**src/rtl/pll_pkg.sv**
```systemverilog
// pll_pkg: shared state encoding and parameter range check for pll_supervisor
package pll_pkg;
  typedef enum logic [2:0] {
    RESET_PLL = 3'd0,
    WAIT_LOCK = 3'd1,
    RELEASE   = 3'd2,
    RUN       = 3'd3,
    FAULT     = 3'd4
  } state_e;
  function automatic bit params_ok(int num_clks, int rst_hold, int lock_filter,
                                   int stagger, int timeout, int max_retry);
    return num_clks >= 1 && num_clks <= 8 && rst_hold >= 1 && lock_filter >= 1 &&
           stagger >= 1 && timeout > lock_filter && max_retry >= 1;
  endfunction
endpackage

```
**src/rtl/pll_supervisor_lock_sync.sv**
```systemverilog
// lock_sync: 2-FF synchroniser for an asynchronous level, async active-low reset to 0
//   clk, rst_n : destination clock and reset
//   d          : asynchronous input level
//   q          : level synchronised to clk
module lock_sync (
  input  logic clk,
  input  logic rst_n,
  input  logic d,
  output logic q
);
  (* ASYNC_REG = "TRUE" *) logic meta_q;
  (* ASYNC_REG = "TRUE" *) logic sync_q;
  always_ff @(posedge clk or negedge rst_n)
    if (!rst_n) begin
      meta_q <= 1'b0;
      sync_q <= 1'b0;
    end else begin
      meta_q <= d;
      sync_q <= meta_q;
    end
  assign q = sync_q;
endmodule

```
**src/rtl/pll_supervisor.sv**
```systemverilog
// pll_supervisor: EHXPLLL lock supervisor, retry/fault handling and staggered domain reset release
//   clki         : PLL reference clock
//   rst_n        : asynchronous active-low reset
//   lock         : raw PLL LOCK (asynchronous)
//   restart      : one-cycle pulse, full re-sequence and fault clear
//   pll_rst      : drives EHXPLLL RST (PLLRST_ENA="ENABLED")
//   domain_rst_n : per-domain active-low reset requests, bit 0 released first
//   ready        : all domains released with stable lock
//   fault        : retry budget exhausted
//   retry_cnt    : failed attempts since last restart/reset
module pll_supervisor
  import pll_pkg::*;
#(
  parameter int NUM_CLKS    = 4,
  parameter int RST_HOLD    = 8,
  parameter int LOCK_FILTER = 16,
  parameter int STAGGER     = 4,
  parameter int TIMEOUT     = 1000,
  parameter int MAX_RETRY   = 3
) (
  input  logic                           clki,
  input  logic                           rst_n,
  input  logic                           lock,
  input  logic                           restart,
  output logic                           pll_rst,
  output logic [NUM_CLKS-1:0]            domain_rst_n,
  output logic                           ready,
  output logic                           fault,
  output logic [$clog2(MAX_RETRY+1)-1:0] retry_cnt
);
  localparam int HW = $clog2(RST_HOLD + 1);
  localparam int FW = $clog2(LOCK_FILTER + 1);
  localparam int TW = $clog2(TIMEOUT + 1);
  localparam int SW = $clog2(STAGGER + 1);
  localparam int RW = $clog2(MAX_RETRY + 1);
  localparam logic [HW-1:0] HOLD_LAST = HW'(RST_HOLD - 1);
  localparam logic [FW-1:0] FILT_DONE = FW'(LOCK_FILTER);
  localparam logic [TW-1:0] TO_LAST   = TW'(TIMEOUT - 1);
  localparam logic [SW-1:0] STAG_LAST = SW'(STAGGER - 1);
  localparam logic [RW-1:0] RETRY_MAX = RW'(MAX_RETRY);

  if (!params_ok(NUM_CLKS, RST_HOLD, LOCK_FILTER, STAGGER, TIMEOUT, MAX_RETRY)) begin : g_param_check
    $error("pll_supervisor: parameter out of range");
  end

  logic                lock_s;
  state_e              state_q, state_d, fail_st;
  logic [HW-1:0]       hold_q, hold_d;
  logic [FW-1:0]       filt_q, filt_d;
  logic [TW-1:0]       to_q, to_d;
  logic [SW-1:0]       stag_q, stag_d;
  logic [NUM_CLKS-1:0] dom_q, dom_d;
  logic [RW-1:0]       retry_q, retry_d, retry_inc;
  logic                pll_rst_q, pll_rst_d, ready_q, ready_d, fault_q, fault_d;

  lock_sync u_lock_sync (
    .clk   (clki),
    .rst_n (rst_n),
    .d     (lock),
    .q     (lock_s)
  );

  // Counters default to 0 so every state is entered with fresh counts.
  // The release stagger shifts a 1 into the domain mask whenever stag_q hits 0.
  always_comb begin
    state_d   = state_q;
    hold_d    = '0;
    filt_d    = '0;
    to_d      = '0;
    stag_d    = '0;
    dom_d     = '0;
    retry_d   = retry_q;
    retry_inc = retry_q + 1'b1;
    fail_st   = retry_inc == RETRY_MAX ? FAULT : RESET_PLL;
    if (restart) begin
      state_d = RESET_PLL;
      retry_d = '0;
    end else begin
      case (state_q)
        RESET_PLL: begin
          hold_d  = hold_q == HOLD_LAST ? '0 : hold_q + 1'b1;
          state_d = hold_q == HOLD_LAST ? WAIT_LOCK : RESET_PLL;
        end
        WAIT_LOCK: begin
          filt_d = lock_s ? filt_q + 1'b1 : '0;
          to_d   = to_q + 1'b1;
          if (filt_d == FILT_DONE) state_d = RELEASE;
          else if (to_q == TO_LAST) begin
            state_d = fail_st;
            retry_d = retry_inc;
          end
        end
        RELEASE: begin
          if (!lock_s) begin
            state_d = fail_st;
            retry_d = retry_inc;
          end else begin
            dom_d  = stag_q == '0 ? (dom_q << 1) | NUM_CLKS'(1) : dom_q;
            stag_d = stag_q == '0 ? STAG_LAST : stag_q - 1'b1;
            if (&dom_d) begin
              state_d = RUN;
              retry_d = '0;
            end
          end
        end
        RUN: begin
          dom_d   = lock_s ? dom_q : '0;
          state_d = lock_s ? RUN : fail_st;
          retry_d = lock_s ? retry_q : retry_inc;
        end
        default: ;
      endcase
    end
    pll_rst_d = state_d == RESET_PLL || state_d == FAULT;
    ready_d   = state_d == RUN;
    fault_d   = state_d == FAULT;
  end

  always_ff @(posedge clki or negedge rst_n)
    if (!rst_n) begin
      state_q   <= RESET_PLL;
      hold_q    <= '0;
      filt_q    <= '0;
      to_q      <= '0;
      stag_q    <= '0;
      dom_q     <= '0;
      retry_q   <= '0;
      pll_rst_q <= 1'b1;
      ready_q   <= 1'b0;
      fault_q   <= 1'b0;
    end else begin
      state_q   <= state_d;
      hold_q    <= hold_d;
      filt_q    <= filt_d;
      to_q      <= to_d;
      stag_q    <= stag_d;
      dom_q     <= dom_d;
      retry_q   <= retry_d;
      pll_rst_q <= pll_rst_d;
      ready_q   <= ready_d;
      fault_q   <= fault_d;
    end

  assign pll_rst      = pll_rst_q;
  assign domain_rst_n = dom_q;
  assign ready        = ready_q;
  assign fault        = fault_q;
  assign retry_cnt    = retry_q;
endmodule

```
**config.mk**
```make
export PLATFORM = sky130hd
export DESIGN_NAME = pll_supervisor
export DESIGN_NICKNAME = d
export VERILOG_FILES = /design/src/rtl/pll_pkg.sv /design/src/rtl/pll_supervisor_lock_sync.sv /design/src/rtl/pll_supervisor.sv
export SDC_FILE = /design/constraint.sdc
export NUM_CORES = 1
export LEC_CHECK = 0
export CELL_PAD_IN_SITES_DETAIL_PLACEMENT = 1
export CELL_PAD_IN_SITES_GLOBAL_PLACEMENT = 2
export CORE_MARGIN = 2
export CORE_UTILIZATION = 37
export CTS_CLUSTER_DIAMETER = 50
export DETAILED_ROUTE_END_ITERATION = 10
export PLACE_DENSITY_LB_ADDON = 0.05
export SLEW_MARGIN = 25
export SYNTH_ARGS = -nofsm -noshare
export SYNTH_HDL_FRONTEND = slang
export SYNTH_SLANG_ARGS = --single-unit
```
**constraint.sdc**
```tcl
create_clock -name clki -period 2.3 [get_ports clki]
set_clock_uncertainty 0.15 [all_clocks]
set_input_delay 0.23 -clock clki [delete_from_list [all_inputs] [get_ports clki]]
set_output_delay 0.23 -clock clki [all_outputs]
set_load 0.01 [all_outputs]
```
## After elaboration in Yosys (flattened, before gate mapping)

Index checks and enable logic that the tools add are counted.

| storage, ports and cells | value |
|---|---|
| register bits | 36 |
| bits in latches | 0 |
| RAM bits | 0 |
| bits in read-only memories | 0 |
| input bits | 4 |
| output and inout bits | 9 |
| memories kept | 0 |

| cells by class | value |
|---|---|
| add/subtract/negate cells | 5 |
| multipliers | 0 |
| div/mod/pow operators | 0 |
| $lt $le $gt $ge | 0 |
| equality and inequality tests | 13 |
| shift-type cells | 0 |
| multiplexer cells | 33 |
| bitwise gates (word level) | 0 |
| reductions and logical operators | 7 |

Operators by type and width:

| cell | count |
|---|---|
| 3-bit two-way mux | 11 |
| 4-bit two-way mux | 7 |
| 10-bit two-way mux | 2 |
| 5-bit two-way mux | 3 |
| 2-bit two-way mux | 6 |
| 3-bit one-hot mux with 4 select lines | 1 |
| 10-bit by 1-bit adder with 10-bit output (second input constant) | 1 |
| 10-bit equality test (second input constant) | 1 |
| 3-bit by 2-bit equality test with 1-bit output (second input constant) | 3 |
| 3-bit zero test | 3 |
| 3-bit inequality test (second input constant) | 3 |
| 4-bit one-hot mux with 2 select lines | 1 |
| 2-bit one-hot mux with 3 select lines | 1 |
| 5-bit by 1-bit adder with 5-bit output (second input constant) | 1 |
| 5-bit equality test (second input constant) | 1 |
| 5-bit AND reduction | 1 |
| 4-bit by 1-bit adder with 4-bit output (second input constant) | 1 |
| 4-bit by 3-bit equality test with 1-bit output (second input constant) | 1 |
| 4-bit inequality test (second input constant) | 1 |
| 4-bit AND reduction | 1 |
| 4-bit nonzero test | 1 |
| 3-bit by 1-bit equality test with 1-bit output (second input constant) | 1 |
| 3-bit equality test (second input constant) | 1 |
| 3-bit by 1-bit subtractor with 3-bit output (second input constant) | 1 |
| 4 further kinds | 4 |

## Longest topological paths before layout

Gate-level depths: netlist of run 1.

| logic depth | value |
|---|---|
| depth after elaboration | 9 |
| gate-level depth with buffers | 7 |
| gate-level depth less buffers | 7 |

## Hierarchy

From an unflattened synthesis of run 1, not the netlist that was laid out.

| unflattened totals | value |
|---|---|
| cell total of the unflattened synthesis | 178 |
| area, all modules | 1781.7 µm² |

Modules (own cells, without submodules):

| module | times used | cells each | area each (µm²) | sequential area each (µm²) |
|---|---|---|---|---|
| pll_supervisor | 1 | 176 | 1731.7 | 852.1 |
| lock_sync | 1 | 2 | 50.0 | 50.0 |

## Least setup slack after synthesis of run 1

No wires, ideal clock.

| path | value |
|---|---|
| path kind | register to register |
| start point | register filt_q[0] |
| end point | register retry_q[1], in the netlist retry_cnt[1] |
| setup time | 0.096 ns |
| arrival | 1.739 ns |
| path slack | 0.316 ns |
| cell stages (with the launch flop) | 7 |
| path buffers | 0 |
| path through | dfrtp_1 ha_1 xnor2_1 nand4b_1 or4_4 a21boi_4 o32ai_2 |

| between the ends | value |
|---|---|
| cells in the longest elaborated chain, start to end | 5 |

Ends and longest elaborated chain:

| what | RTL line | RTL |
|---|---|---|
| from (decl) | pll_supervisor.sv:49 | `logic [FW-1:0] filt_q, filt_d;` |
| from (signal assigned) | pll_supervisor.sv:134 | `filt_q <= filt_d;` |
| 5-bit by 1-bit adder with 5-bit output | pll_supervisor.sv:85 | `filt_d = lock_s ? filt_q + 1'b1 : '0;` |
| 5-bit two-way mux | pll_supervisor.sv:85 |  |
| 5-bit equality test | pll_supervisor.sv:87 | `if (filt_d == FILT_DONE) state_d = RELEASE;` |
| 3-bit inequality test (no source line) | - |  |
| 5-bit AND reduction (no source line) | - |  |
| to (signal assigned) | pll_supervisor.sv:138 | `retry_q <= retry_d;` |
| to (decl) | pll_supervisor.sv:53 | `logic [RW-1:0] retry_q, retry_d, retry_inc;` |

No other way between the ends.
A chain may end at the register's enable or synchronous reset.

## Final worst setup path of run 1

Same ends and word-level chain as after synthesis.

==> metrics, run 1 <==
status=finished, final reports clean; DR iter-0 viols=approximately 50; wire length per cell=between 15 and 20 um; Ant. Diodes=0; final non-filler cell area=~0.002 sq mm; Mapped Nets=169; WP data arrival=roughly 2.2 ns; Hold Path Depth=0; Hold Crit Class=flip-flop to flip-flop; clk root buf=clkbuf_8; mapped cell area=about 0.0017 sq mm; number of global-route vias before repair=1315; Mapped Cells=roughly 160; H-Tree Level Count=2; Area Overhead vs Synth=16.9%; fraction of layout cells with a size suffix above 1=10.6%; Worst Setup End Kind=flip-flop; Placed Area=between 0.0015 and 0.002 sq mm; post-layout total power=~1.1 mW; CP required=approximately 2.3 ns; power density over cell area=around 570 mW/mm^2; Top Ports=13; Die Wd=71.8 um; DP Cell Count=around 220; # fillers=520; vias per cell=5.38; CP startpoint kind=flip-flop; FF-to-FF End=retry_cnt[1]; half-perimeter wire length after detailed placement=between 2000 and 3000 um; MaxCap Viol Count=0; CTS Hold Bufs=0; final weighted congestion in routability-driven placement=around 0.8; syn avg cell area=10.7 sq um; R2R Setup Slk=0.17 ns; DRT Wirelength=around 3600 um; Die H=~70 um; area of the multi-input gates=~750 sq um; count of cell types in the netlist=38; register area share after synthesis=a little over half; die footprint=0.00515 sq mm; fmax=about 470 MHz; Clock Tree Buf Depth=2; critical path type=flip-flop to flip-flop; RR Startpoint=filt_q[0]; top cell type by total area after synthesis=dfrtp_1; Area contributors post-synth=dfrtp_1 (52%), ha_1 (4.4%), nor2_1 (4.4%); CP max FO=4; post-CTS setup buffers=0; Yosys reg bits=36; commonest non-fill, non-tap cell in the layout=dfrtp_1; hold_ws=just over 0.2 ns; setup ws final=around 0.17 ns; Cell Rows=24; worst slack, placed=0.129 ns; DRT antenna net count=0; most frequent cells in the layout=dfrtp_1 (35), nor2_1 (20), clkdlybuf4s50_1 (12); GR Util All Layers=16.0%; Final Hold Viols=0; synth warn=0; post_cts resized=0; RSZ-0062 raised after global routing=false; Final Setup Violations=0; via total after detailed routing=roughly 1200; Reg2Reg Depth=6; Num CTS Buffers=5; core area=0.00438 sq mm; PortBufs=12; Tmin final=around 2.1 ns; Max Slew Vio Count=0; clock sinks=36; FF/Latch Area=902 sq um; final std cells w/o fill=roughly 230; nets=188; Worst Setup SP=filt_q[0]; top-area cell type share of the netlist area=approximately half; pin count of the biggest net entering global routing=37; Leak=slightly below 0.9 nW; global-route wire length before repair=~6400 um; number of antenna violations at the first check in global routing=0; setup_tns=0 ns; hold worst-path end=u_lock_sync.q; first drt pass iteration count=4; clock-pin slew of the registers on the worst-case setup and hold paths=around 0.070 ns; Final Cycle Share=92.8%; VDD IR max=about 340 uV; CTS tree=done; slew margin rel.=between 60% and 70%; fin util=45.3%; worst skew pair latency=~0.28 ns; Starting Density=38.8%; DRC Markers=0; hold path start=u_lock_sync.meta_q; gr ovfl total=0; worst slew pin tran=0.467 ns
## area by class of cell
| class | instances | share of cell area [%] |
|---|---|---|
| well taps | 52 | 3.27 |
| repair buffers | 17 | 7.93 |
| flip-flops and latches | 36 | 45.4 |
| inverters | 6 | 1.13 |
| clock buffers | 8 | 4.53 |
| multi-input cells | 112 | 37.7 |
## registers in the layout (all words and copies together), names as in the netlist, 2 cells and up
register,count
domain_rst_n,4
filt_q,5
hold_q,4
retry_cnt,2
stag_q,3
state_q,3
to_q,10
## worst max-delay path by stage
stage	to	slack, ns	cells past startpoint
final	retry_cnt[1]	0.17	6
after global routing	fault	0.08	6
after CTS	fault	0.12	6
after detailed placement	ready	0.13	6
after floorplan	retry_cnt[1]	0.32	6
after global placement	ready	0.23	6
## worst max-delay path, stage by stage (launching register included)
cell	delay, ns
dfrtp_1	0.41
ha_1	0.24
xnor2_1	0.21
nand4b_1	0.17
or4_4	0.53
a21boi_4	0.16
o32ai_2	0.18
## metal layers
metal  share of wire, %  track usage [%]
met1                 46             19.9
met2                 50             27.3
met3                2.9             4.36
met4               0.98             4.61
met5                  0                0
## cells in the mapped netlist
cell / count
dfrtp_1: 35
nor2_1: 20
a21oi_1: 10
nand2_1: 8
nand3_1: 8
and3_1: 6
ha_1: 6
inv_1: 6
o21ai_0: 6
xor2_1: 6
xnor2_1: 5
and2_1: 3
clkbuf_1: 3
nand2b_1: 3
nand4_1: 3
o31ai_1: 3
or3_1: 3
a211oi_1: 2
nand2b_4: 2
nand4b_1: 2
nor3_1: 2
a21boi_4: 1
buf_4: 1
buf_6: 1
dfstp_2: 1
mux2i_1: 1
nand3b_1: 1
nor2b_1: 1
nor3b_1: 1
nor4_1: 1
o2111a_1: 1
o21a_1: 1
o22ai_1: 1
o311a_1: 1
o32ai_2: 1
o41ai_2: 1
or2b_1: 1
or4_4: 1
## cell families after synthesis
group	Yosys count	share of synthesized area, %
AO/OA/AOI/OAI	28	12.0
multiplexers	1	0.589
adder cells (fa/ha/maj)	6	4.42
flip-flops	36	53.1
AND/OR/NAND/NOR	66	21.1
buffers and inverters	11	3.09
XOR/XNOR	11	5.67
## power by group
| part | internal (mW) | leakage (nW) | total [mW] | switching [mW] |
|---|---|---|---|---|
| logic | 0.0147 | 0.354 | 0.0377 | 0.0230 |
| clock network | 0.244 | 0.0455 | 0.455 | 0.211 |
| registers | 0.640 | 0.493 | 0.648 | 0.00750 |
| total | 0.899 | 0.892 | 1.14 | 0.241 |
Note: power is estimated with default switching activity, not from simulation.
==> run 2, diff against run 1 <==
--- a/config.mk
+++ b/config.mk
@@ -5,13 +5,15 @@
 export SDC_FILE = /design/constraint.sdc
 export NUM_CORES = 1
 export LEC_CHECK = 0
+export ABC_CLOCK_PERIOD_IN_PS = 2300
 export CELL_PAD_IN_SITES_DETAIL_PLACEMENT = 1
 export CELL_PAD_IN_SITES_GLOBAL_PLACEMENT = 2
-export CORE_MARGIN = 2
+export CORE_MARGIN = 5
 export CORE_UTILIZATION = 37
 export CTS_CLUSTER_DIAMETER = 50
 export DETAILED_ROUTE_END_ITERATION = 10
 export PLACE_DENSITY_LB_ADDON = 0.05
+export SETUP_SLACK_MARGIN = 0.02
 export SLEW_MARGIN = 25
 export SYNTH_ARGS = -nofsm -noshare
 export SYNTH_HDL_FRONTEND = slang
==> run 2 against run 1 <==
Effect of this change:
- worst hold slack lost 0.0028 ns
- sequential cell count unchanged
- sequential share of layout area unchanged
- maximum frequency is essentially flat
- critical path type unchanged
- largest cell class unchanged
- largest power group unchanged
==> metrics, run 2 (synthesized netlist as in run 1, its figures left out) <==
status=finished, final reports clean (unchanged); slew margin rel.=69.8% (was 68.6%); Starting Density=38.5% (was 38.8%); PortBufs=12 (unchanged); Sw Share=20.7% (was 21.2%); clock power share=39.5% (was 39.9%); wire length per cell=15.1 um (was 15.4 um); FF-to-FF End=retry_cnt[1] (unchanged); CP cell instances=ha_1, xnor2_1, nand4b_1, or4_4, a21boi_4, o32ai_2 (unchanged); P_sw=0.234 mW (was 0.241 mW); clock-pin slew of the registers on the worst-case setup and hold paths=0.06 ns (was 0.07 ns); RR Startpoint=filt_q[0] (unchanged); Tmin final=2.13 ns (about the same); Reg with most FFs=to_q (unchanged); Num CTS Buffers=5 (unchanged); CP required=2.34 ns (about the same); share of total power in combinational logic=3.3% (about the same); CTS tree=done (unchanged); Ant. Diodes=0 (unchanged); hold worst-path end=u_lock_sync.q (unchanged); DRC Markers=0 (unchanged); gr ovfl total=0 (unchanged); Cell Rows=24 (unchanged); Final Hold Viols=0 (unchanged); DRT Wirelength=3480 um (was 3570 um); fraction of layout cells with a size suffix above 1=10.6% (unchanged); clk root buf=clkbuf_8 (unchanged); half-perimeter wire length after detailed placement=2640 um (was 2680 um); Clock Tree Buf Depth=2 (unchanged); power density over cell area=570 mW/mm^2 (was 574 mW/mm^2); commonest non-fill, non-tap cell in the layout=dfrtp_1 (unchanged); biggest regs=to_q x10, filt_q x5 (unchanged); clock sinks=36 (unchanged); slowest stage delay, CP=0.52 ns (was 0.53 ns); number of antenna violations at the first check in global routing=0 (unchanged); DR iter-0 viols=42 (was 51); Die Wd=77.8 um (was 71.8 um); GR Util All Layers=12.3% (was 16.0%); first drt pass iteration count=4 (unchanged); MaxCap Viol Count=0 (unchanged); Hold Crit Class=flip-flop to flip-flop (unchanged); Placed Area=0.00189 sq mm (unchanged); Pint=0.899 mW (about the same); via total after detailed routing=1208 (was 1242); VDD IR max=272 uV (was 339 uV); CP startpoint kind=flip-flop (unchanged); nets=188 (unchanged); core area=0.00441 sq mm (was 0.00438 sq mm); Area Overhead vs Synth=16.9% (unchanged); Leak=0.892 nW (unchanged); die footprint=0.00605 sq mm (was 0.00515 sq mm); worst skew pair latency=0.28 ns (about the same); final non-filler cell area=0.00199 sq mm (unchanged); fmax=469 MHz (about the same); H-Tree Level Count=2 (unchanged); final weighted congestion in routability-driven placement=0.784 (was 0.810); Max Slew Vio Count=0 (unchanged); RSZ-0062 raised after global routing=false (unchanged); hold path start=u_lock_sync.meta_q (unchanged); Hold Path Depth=0 (unchanged); vias per cell=5.23 (was 5.38); R2R Setup Slk=0.17 ns (about the same); CTS Hold Bufs=0 (unchanged); Final Setup Violations=0 (unchanged); number of global-route vias before repair=1289 (was 1315); number of flip-flops in the largest register=10 (unchanged); global-route wire length before repair=6010 um (was 6440 um); worst slack, placed=0.138 ns (was 0.129 ns); Flop pwr share=57.2% (was 56.8%); Final Cycle Share=92.7% (was 92.8%); most frequent cells in the layout=dfrtp_1 (35), nor2_1 (20), clkdlybuf4s50_1 (12) (unchanged); worst slew pin tran=0.453 ns (was 0.467 ns); slowest stage cell on the critical path=or4_4 (unchanged); CP max FO=4 (unchanged); post-layout total power=1.13 mW (was 1.14 mW); setup_tns=0 ns (unchanged); WP data arrival=2.17 ns (was 2.18 ns); critical path type=flip-flop to flip-flop (unchanged); Reg2Reg Depth=6 (unchanged); setup ws final=0.168 ns (was 0.166 ns); DRT antenna net count=0 (unchanged); Top Ports=13 (unchanged); Worst Setup End Kind=flip-flop (unchanged); pin count of the biggest net entering global routing=37 (unchanged); Die H=77.8 um (was 71.8 um)
## run 2: cell counts in the layout (fill, tap and decap cells not counted)
No cell type changed its count.
## run 2: area by class of cell
type                       count  area, sq um
fill                         502         2430
sequential                    36          902
multi-input combinational    112          749
timing repair buffer          17          158
inverter                       6         22.5
clock buffer                   8         90.1
tap                           52         65.1
## run 2: layer usage
metal	part of all wire, %	up-vias	track usage, %
li1	-	590	-
met3	3.2	5	3.24
met2	50	15	20.1
met1	45	598	15.2
met5	0	-	0
met4	1.4	0	5.50
## run 2: worst max-delay path: cells and delay by family (launching register included)
kind,cells,cell delay [ns]
simple gates,2,0.68
fa+ha+maj,1,0.24
xor+xnor,1,0.20
flops,1,0.41
compound gates,2,0.35
## run 2: what timing repair did
action                     CTS  global route
resized for setup            0             1
setup endpoints to repair    0             1
buffers inserted             0             0
## run 2: worst max path at each step
stage	from	end	slack, ns	cells after the start
6_report	filt_q[0]	retry_cnt[1]	0.17	6
5_1_grt	filt_q[0]	retry_cnt[1]	0.07	6
3_5_place_dp	filt_q[0]	fault	0.14	6
4_1_cts	filt_q[0]	fault	0.11	6
3_3_place_gp	filt_q[0]	ready	0.21	6
2_1_floorplan	filt_q[0]	retry_cnt[1]	0.32	6
## run 2: through the flow
stage          utilization [%]  hold slack [ns]  cells
2_1_floorplan                -           -0.216    159
3_3_place_gp              42.9            0.184    223
3_5_place_dp              42.9            0.189    223
4_1_cts                   44.9            0.205    231
5_1_grt                   45.0            0.208    231
6_report                  45.0            0.203    231
## run 2: power by group through the flow
stage,clock network [mW],logic [mW],registers (mW)
after global routing,0.491,0.0442,0.648
after floorplan,0,0.0154,0.656
after CTS,0.469,0.0393,0.648
final,0.448,0.0375,0.648
after global placement,0,0.0376,0.659
after detailed placement,0,0.0389,0.660
==> run 3, diff against run 2 <==
==> constraint.sdc (replaced) <==
create_clock -name clki -period 2.3 [get_ports clki]
set_clock_uncertainty 0.15 [all_clocks]
set_input_delay 0.575 -clock clki [delete_from_list [all_inputs] [get_ports clki]]
set_output_delay 0.575 -clock clki [all_outputs]
set_load 0.01 [all_outputs]
==> run 3 against run 2 <==
Effect of this change:
- combinational power down 2%
- wire length is 1.5% lower
- power increased by 2.4%
- first-iteration DRC count grew 38%
- largest power group unchanged
- maximum frequency down 1.3%
- via count increased by 2.2%
- design area up 0.31%
- clock power increased by 6.3%
==> metrics, run 3 (synthesized netlist as in run 1, its figures left out) <==
number of stages on the worst setup path=6 (unchanged); Final Setup Violations=0 (unchanged); Die Wd=77.8 um (unchanged); fmax=463 MHz (was 469 MHz); biggest regs=to_q x10, filt_q x5 (unchanged); Num CTS Buffers=5 (unchanged); final weighted congestion in routability-driven placement=0.787 (was 0.784); Leak=0.897 nW (was 0.892 nW); Top Ports=13 (unchanged); worst slew pin tran=0.441 ns (was 0.453 ns); Hold Crit Class=flip-flop to flip-flop (unchanged); gr ovfl total=0 (unchanged); number of antenna violations at the first check in global routing=0 (unchanged); power density over cell area=582 mW/mm^2 (was 570 mW/mm^2); Final Hold Viols=0 (unchanged); most frequent cells in the layout=dfrtp_1 (35), nor2_1 (20), clkdlybuf4s50_1 (12) (unchanged); critical path type=flip-flop to flip-flop (unchanged); critical path buffer and inverter count=0 (unchanged); crit-path leading delay family=simple AND/OR/NAND/NOR gates (unchanged); Area Overhead vs Synth=17.3% (was 16.9%); Final Cycle Share=93.9% (was 92.7%); global-route wire length before repair=5770 um (was 6010 um); slowest stage cell on the critical path=or4_4 (unchanged); worst skew pair latency=0.28 ns (about the same); DR iter-0 viols=58 (was 42); post-layout total power=1.16 mW (was 1.13 mW); CP required=2.34 ns (about the same); Reg with most FFs=to_q (unchanged); hold_ws=0.205 ns (was 0.203 ns); vias per cell=5.37 (was 5.23); wire length per cell=14.9 um (was 15.1 um); fraction of layout cells with a size suffix above 1=11.2% (was 10.6%); Worst Setup End Kind=flip-flop (unchanged); DRC Markers=0 (unchanged); PortBufs=12 (unchanged); VDD IR max=336 uV (was 272 uV); CP max FO=4 (unchanged); RSZ-0062 raised after global routing=false (unchanged); DRT Wirelength=3430 um (was 3480 um); Ant. Diodes=0 (unchanged); status=finished, final reports clean (unchanged); Cell Rows=24 (unchanged); clock sinks=36 (unchanged); Tmin final=2.16 ns (was 2.13 ns); CP cell instances=ha_1, xnor2_1, nand4b_1, or4_4, a21boi_4, o32ai_2 (unchanged); H-Tree Level Count=2 (unchanged); die footprint=0.00605 sq mm (unchanged); post-CTS setup buffers=0 (unchanged); post_cts resized=0 (unchanged); WP data arrival=2.20 ns (was 2.17 ns); number of flip-flops in the largest register=10 (unchanged); Hold Path Depth=0 (unchanged); GR Util All Layers=12.1% (was 12.3%); CP startpoint kind=flip-flop (unchanged); slowest stage delay, CP=0.52 ns (about the same); half-perimeter wire length after detailed placement=2580 um (was 2640 um); clock-pin slew of the registers on the worst-case setup and hold paths=0.07 ns (was 0.06 ns); number of global-route vias before repair=1267 (was 1289); Starting Density=38.5% (unchanged); CTS tree=done (unchanged); R2R Setup Slk=0.14 ns (was 0.17 ns); commonest non-fill, non-tap cell in the layout=dfrtp_1 (unchanged); via total after detailed routing=1234 (was 1208); Max Slew Vio Count=0 (unchanged); DRT antenna net count=0 (unchanged); Reg2Reg Depth=6 (unchanged); pin count of the biggest net entering global routing=37 (unchanged); nets=188 (unchanged); CTS Hold Bufs=0 (unchanged); slew margin rel.=70.3% (was 69.8%); Die H=77.8 um (unchanged); setup_tns=0 ns (unchanged); MaxCap Viol Count=0 (unchanged); Clock Tree Buf Depth=2 (unchanged); core area=0.00441 sq mm (unchanged); first drt pass iteration count=4 (unchanged); clk root buf=clkbuf_8 (unchanged); # fillers=495 (was 502)
run 3: cell count changes in the layout (fill, tap and decap cells not counted), sizes merged:
cell and delta:
clkbuf -1
run 3: cell type report:
type / instances / area (sq um) / share of cell area (%)
sequential: 36 / 902 / 45.3
multi-input combinational: 112 / 749 / 37.6
timing repair buffer: 17 / 158 / 7.91
clock buffer: 7 / 96.3 / 4.83
tap: 52 / 65.1 / 3.26
inverter: 6 / 22.5 / 1.13
run 3: final timing paths:
kind | startpoint | to
worst min-delay path | u_lock_sync.meta_q | u_lock_sync.q
worst min register to register | u_lock_sync.meta_q | u_lock_sync.q
worst max register to register | filt_q[0] | retry_cnt[1]
max in group asynchronous | rst_n | pll_rst
min in group asynchronous | rst_n | hold_q[0]
worst max-delay path | filt_q[0] | retry_cnt[1]
run 3: metrics by stage:
step | area, sq um | setup slack, ns | util, % | cells
final | 1990 | 0.141 | 45.2 | 230
after global routing | 1990 | 0.0591 | 45.2 | 230
after CTS | 1990 | 0.107 | 45.0 | 230
after detailed placement | 1890 | 0.135 | 42.9 | 223
after global placement | 1890 | 0.206 | 42.9 | 223
after floorplan | 1700 | 0.316 | - | 159
run 3: layer usage:
layer / global-route usage, % / vias to the layer above / wire length (um)
met4: 4.12 / 0 / 46
li1: - / 589 / -
met1: 13.8 / 621 / 1460
met5: 0 / - / 0
met3: 3.94 / 5 / 140
met2: 21.0 / 19 / 1780
run 3: worst reg2reg max path: stages, from the launching register on:
cell and delay [ns]:
dfrtp_1 0.42, ha_1 0.25, xnor2_1 0.22, nand4b_1 0.16, or4_4 0.52, a21boi_4 0.16
o32ai_2 0.19
run 3: power by group:
part / total (mW) / leakage, nW / internal, mW / switching (mW)
clock: 0.476 / 0.0503 / 0.267 / 0.210
combinational: 0.0369 / 0.354 / 0.0146 / 0.0223
sequential: 0.648 / 0.493 / 0.640 / 0.00725
